`src/rtl/mov_pkg.sv`:
```
`default_nettype none
// ============================================================================
//  Module      : mov_pkg
//  Description : Shared types and defaults for the MOV transfer sequencer.
//  Revision    : 1.0 - initial release
// ============================================================================
package mov_pkg;

   // Sequencer states, in the order a transfer walks through them
   typedef enum logic [2:0] {
      S_IDLE   = 3'd0,
      S_LATCH  = 3'd1,
      S_WRITE  = 3'd2,
      S_VERIFY = 3'd3,
      S_CLEAR  = 3'd4,
      S_DONE   = 3'd5
   } mov_state_t;

   localparam int MOV_DATA_W   = 8;
   localparam int MOV_NUM_REGS = 4;

   // Width of a register index; never narrower than one bit
   function automatic int mov_idx_w(input int n);
      return (n < 2) ? 1 : $clog2(n);
   endfunction

   localparam int MOV_IDX_W = mov_idx_w(MOV_NUM_REGS);

endpackage
`default_nettype wire

```
`src/rtl/mov_transfer_controller.sv`:
```
`default_nettype none
// ============================================================================
//  Module      : mov_transfer_controller
//  Description : Copies a source register or an immediate into a destination
//                register, reads the destination back, rewrites a bounded
//                number of times on mismatch, then clears it and flags error.
//  Revision    : 1.0 - initial release
// ============================================================================
module mov_transfer_controller
   import mov_pkg::*;
#(
   parameter int NUM_REGS  = MOV_NUM_REGS,
   parameter int DATA_W    = MOV_DATA_W,
   parameter int MAX_RETRY = 1
) (
   input  logic                           clk,
   input  logic                           rst,
   input  logic                           start,
   input  logic                           imm_en,
   input  logic [mov_idx_w(NUM_REGS)-1:0] src_sel,
   input  logic [mov_idx_w(NUM_REGS)-1:0] dst_sel,
   input  logic [DATA_W-1:0]              imm_data,
   input  logic [NUM_REGS*DATA_W-1:0]     reg_rdata,
   output logic [NUM_REGS-1:0]            reg_we,
   output logic [DATA_W-1:0]              reg_wdata,
   output logic [NUM_REGS-1:0]            reg_mismatch_rst,
   output logic                           busy,
   output logic                           done,
   output logic                           error
);

   localparam int         c_idx_w     = mov_idx_w(NUM_REGS);
   localparam logic [2:0] c_max_retry = 3'(MAX_RETRY);

   mov_state_t            r_state;
   logic [c_idx_w-1:0]    r_src;
   logic [c_idx_w-1:0]    r_dst;
   logic                  r_imm;
   logic [DATA_W-1:0]     r_hold;
   logic [2:0]            r_retry;
   logic [NUM_REGS-1:0]   r_we;
   logic [NUM_REGS-1:0]   r_clr;
   logic                  r_busy;
   logic                  r_done;
   logic                  r_error;

   logic [NUM_REGS-1:0]   w_dst_onehot;
   logic [DATA_W-1:0]     w_dst_rdata;
   logic [DATA_W-1:0]     w_src_rdata;

   // One-hot decode of the latched destination and the read-back slices
   always_comb begin
      w_dst_onehot        = '0;
      w_dst_onehot[r_dst] = 1'b1;
      w_dst_rdata         = reg_rdata[r_dst*DATA_W +: DATA_W];
      w_src_rdata         = reg_rdata[r_src*DATA_W +: DATA_W];
   end

   // Transfer sequencer; strobes are registered alongside the state change
   always_ff @(posedge clk) begin
      if (!rst) begin
         r_state <= S_IDLE;
         r_src   <= '0;
         r_dst   <= '0;
         r_imm   <= 1'b0;
         r_hold  <= '0;
         r_retry <= '0;
         r_we    <= '0;
         r_clr   <= '0;
         r_busy  <= 1'b0;
         r_done  <= 1'b0;
         r_error <= 1'b0;
      end else begin
         r_we   <= '0;
         r_clr  <= '0;
         r_done <= 1'b0;
         case (r_state)
            S_IDLE: begin
               if (start) begin
                  r_state <= S_LATCH;
                  r_src   <= src_sel;
                  r_dst   <= dst_sel;
                  r_imm   <= imm_en;
                  r_error <= 1'b0;
                  r_retry <= '0;
                  r_busy  <= 1'b1;
                  // The immediate is taken now so later input changes
                  // cannot leak into the running transfer.
                  if (imm_en) begin
                     r_hold <= imm_data;
                  end
               end
            end
            S_LATCH: begin
               if (!r_imm) begin
                  r_hold <= w_src_rdata;
               end
               r_we    <= w_dst_onehot;
               r_state <= S_WRITE;
            end
            S_WRITE: begin
               r_state <= S_VERIFY;
            end
            S_VERIFY: begin
               if (w_dst_rdata == r_hold) begin
                  r_done  <= 1'b1;
                  r_state <= S_DONE;
               end else if (r_retry < c_max_retry) begin
                  r_retry <= r_retry + 3'd1;
                  r_we    <= w_dst_onehot;
                  r_state <= S_WRITE;
               end else begin
                  r_clr   <= w_dst_onehot;
                  r_state <= S_CLEAR;
               end
            end
            S_CLEAR: begin
               r_error <= 1'b1;
               r_done  <= 1'b1;
               r_state <= S_DONE;
            end
            S_DONE: begin
               r_busy  <= 1'b0;
               r_state <= S_IDLE;
            end
            default: begin
               r_busy  <= 1'b0;
               r_state <= S_IDLE;
            end
         endcase
      end
   end

   assign reg_we           = r_we;
   assign reg_wdata        = r_hold;
   assign reg_mismatch_rst = r_clr;
   assign busy             = r_busy;
   assign done             = r_done;
   assign error            = r_error;

endmodule
`default_nettype wire
```
`config.mk`:
```
export PLATFORM = sky130hd
export DESIGN_NAME = mov_transfer_controller
export DESIGN_NICKNAME = d
export VERILOG_FILES = /design/src/rtl/mov_pkg.sv /design/src/rtl/mov_transfer_controller.sv
export SDC_FILE = /design/constraint.sdc
export NUM_CORES = 1
export LEC_CHECK = 0
export ABC_CLOCK_PERIOD_IN_PS = 2950
export CORE_UTILIZATION = 47
export DETAILED_ROUTE_END_ITERATION = 10
export PLACE_DENSITY = 0.85
export SLEW_MARGIN = 0
export SYNTH_ARGS = -nofsm -noshare
export SYNTH_HDL_FRONTEND = slang
export SYNTH_SLANG_ARGS = --single-unit
```
`constraint.sdc`:
```
create_clock -name clk -period 2.95 [get_ports clk]
set_input_delay 0.885 -clock clk [delete_from_list [all_inputs] [get_ports clk]]
set_output_delay 0.885 -clock clk [all_outputs]
set_load 0.01 [all_outputs]
```
==> results.md <==
* Crit Path Max Fanout at 6
* Internal power at about 810 µW
* Most frequent cells in the layout: clkdlybuf4s50_1 (66), dfxtp_1 (30), nor2_1 (16)
* Final worst clock skew at slightly above 0.004 ns
* Synth-to-Final Area Change at 46.0%
* Residual DRC at 0
* CTS clock-pin slew for the worst setup and hold paths at 0.09 ns
* Clock tree buffer depth at 2
* TritonRoute pass-1 iters at 4
* Cell accounting for the most synthesized area: dfxtp_1
* Via density at roughly 5.9
* Cell variety after synth at 38
* I/O pin count at 67
* Hold-fix buffers, CTS at 0
* Clock sinks at 30
* Drt total wl at 4670 µm
* CP endpoint kind: flop
* Seq/Total Area, Yosys at 0.349
* RSZ-0062 raised after global routing: no
* YS warnings at 0
* FF+latch count, synth at 30
* Top-area cell type share of the netlist area at 0.349
* Syn Nets at 211
* Final Max Slew Viols at 0
* CTS Buf Count at 5
* Most common cell after layout, fill and taps aside: clkdlybuf4s50_1
* GRT Overall Usage at 0.252
* Sw power at 312 µW
* Initial core utilization at 0.503
* Pwr dens at 449 mW/mm²
* Cell count after synthesis at 162
* Slack of the worst reg-to-reg path at 0.41 ns
* Die area at 0.00390 mm²
* CTS H-tree depth at 2
* Post-synth EDFFs at 0
* Pin count of the biggest net entering global routing at 19
* GRT overflow at 0
* Fin nets at roughly 280
* Asr flop ratio synth at 0
* Share of cells above drive strength 1 at 0.139
* Avg Cell Area, Syn at 10.6 µm²
* WP data required at ~3.1 ns
* Fill cells at between 200 and 300
* Final worst-path cycle share at 0.919
* Post-DRT Antenna Nets at 0
* Share of total power in the clock network at 0.293
* Worst-Margin Slew at 1.19 ns
* Fin crit period at 2.71 ns
* Sequential Power Share at 0.421
* PortBufs at between 60 and 70
* Core area at 0.00342 mm²
* Crit path DAT at 2.89 ns
* Worst-Skew Late Latency at 0.32 ns
* Gp weighted congestion at between 0.8 and 0.9
* CTS tree: done
* Worst Setup Path Type: in -> reg
* Initial antenna violation count at 0
* Vias in the first global route at 1640
* Post-CTS setup buffers at 0
* Fmax at about 0.37 GHz
* Die width at 62.5 µm
* Vias at 1616
* Switching share of power at 0.277
* Hold path startpoint: r_imm
* Main flop type after synthesis: dfxtp_1
* Worst slew margin at 0.204
* Logic gate share of total power at 0.286
* Worst Hold Class: reg -> reg
* TNS Setup at 0 ns
* Min-Delay Endpoint: r_imm
* Top cells by area, synth: dfxtp_1 (35%), mux4_2 (17%), mux2i_1 (4.7%), mux4_1 (4.6%), a211oi_1 (4.4%)
* Worst hold stages at 2
* Lkg Pwr at 0.000846 µW
* Pwr Total at 1130 µW
* VDD IR max at ~0.29 mV
* Critical Path Start Type: input pin
* Number of max-cap violations at 0
* Wire length per cell at 16.9 µm
* Endpoints failing hold at 0
* Global-route wire length before repair at 7660 µm
* Initial drt markers at 43
* Post-DP HPWL at 3480 µm
* Mapped Area at ~0.0017 mm²
* Inst Count DP at 269
* Ant. Diodes at 0
* Final setup violation count at 0
* FF-to-FF End: reg_we[1]
* Worst reg2reg startpoint: r_dst[0]
* Cell Rows at 21
* Outcome: finished clean
* Post-cts sizing count at 0
* Post-layout util at 0.735
* Root buffer cell: clkbuf_4
* Die height at 62.5 µm
* Final Non-Filler Cells at around 280
* Cells on worst reg2reg path at 6
[state kept, by name, indices dropped and copies added, names as in the netlist]
register	cells
r_imm	1
r_dst	2
error	1
reg_wdata	8
reg_we	4
busy	1
done	1
r_state	3
reg_mismatch_rst	4
r_retry	3
r_src	2
[cells by family (layout without fill, tap and decap cells)]
logic type	after synthesis	after routing	synth area share
DFF	30	30	0.349
xor gates and xnor gates	8	8	0.0408
adders and majority gates	1	1	0.00728
buffers and inverters	13	81	0.0342
AOI/OAI and AO/OA	32	32	0.135
muxes	24	24	0.263
and+or+nand+nor	54	54	0.171
[power groups by stage]
stage,Combinational (µW),Clock (µW),Sequential (µW)
6_report,322,330,475
5_1_grt,343,353,479
4_1_cts,321,336,475
3_5_place_dp,318,0,484
3_3_place_gp,306,0,482
2_1_floorplan,188,0,470
[worst max-delay path: stages]
cell             delay, ns
clkdlybuf4s50_1       0.44
mux4_1                0.55
xnor2_1               0.15
nand4_2               0.21
o21ai_4               0.12
a2111oi_1             0.53
[through the flow]
step / setup slack, ns / area [µm²] / hold slack [ns]
floorplan: 0.683 / 1720 / 0.437
global placement: 0.158 / 2430 / 0.452
detailed placement: -0.0407 / 2430 / 0.468
CTS: 0.287 / 2510 / 0.481
global route: 0.201 / 2510 / 0.507
finish: 0.238 / 2510 / 0.478
[per-layer routing]
| layer | part of all wire | vias to the layer above | GRT usage |
|---|---|---|---|
| li1 | - | 754 | - |
| met1 | 0.40 | 768 | 0.302 |
| met3 | 0.059 | 12 | 0.0456 |
| met2 | 0.52 | 82 | 0.443 |
| met5 | 0 | - | 0 |
| met4 | 0.022 | 0 | 0.105 |
[synth_stat cells, drive strengths merged, types with 2 or more instances]
cell type  count
o21bai         2
o21ai          4
inv            4
nor3           2
xnor2          8
nand4          4
dfxtp         30
nor2          16
nand3          5
clkbuf         5
mux2i          8
a211oi        10
nand2         15
mux4          16
a21oi          9
buf            4
a2111oi        3
nor4           4
[worst max-delay path by stage]
stage | slack, ns | cells after the start | to | start
floorplan | 0.68 | 5 | reg_we[1] | reg_rdata[12]
global placement | 0.16 | 6 | reg_we[3] | reg_rdata[14]
detailed placement | -0.04 | 6 | reg_we[1] | reg_rdata[12]
CTS | 0.29 | 6 | reg_we[1] | reg_rdata[12]
global route | 0.20 | 6 | reg_we[1] | reg_rdata[12]
finish | 0.24 | 6 | reg_we[1] | reg_rdata[12]
[final cells by class]
class                      instances  area, µm²  share of cell area
inverter                           4       15.0             0.00598
sequential                        30        601               0.239
multi-input combinational        119       1060               0.424
clock inverter                     1       30.0              0.0120
timing repair buffer              70        691               0.275
tap                               46       57.6              0.0229
clock buffer                       6       51.3              0.0204
Power figures use the tool's default switching activity.
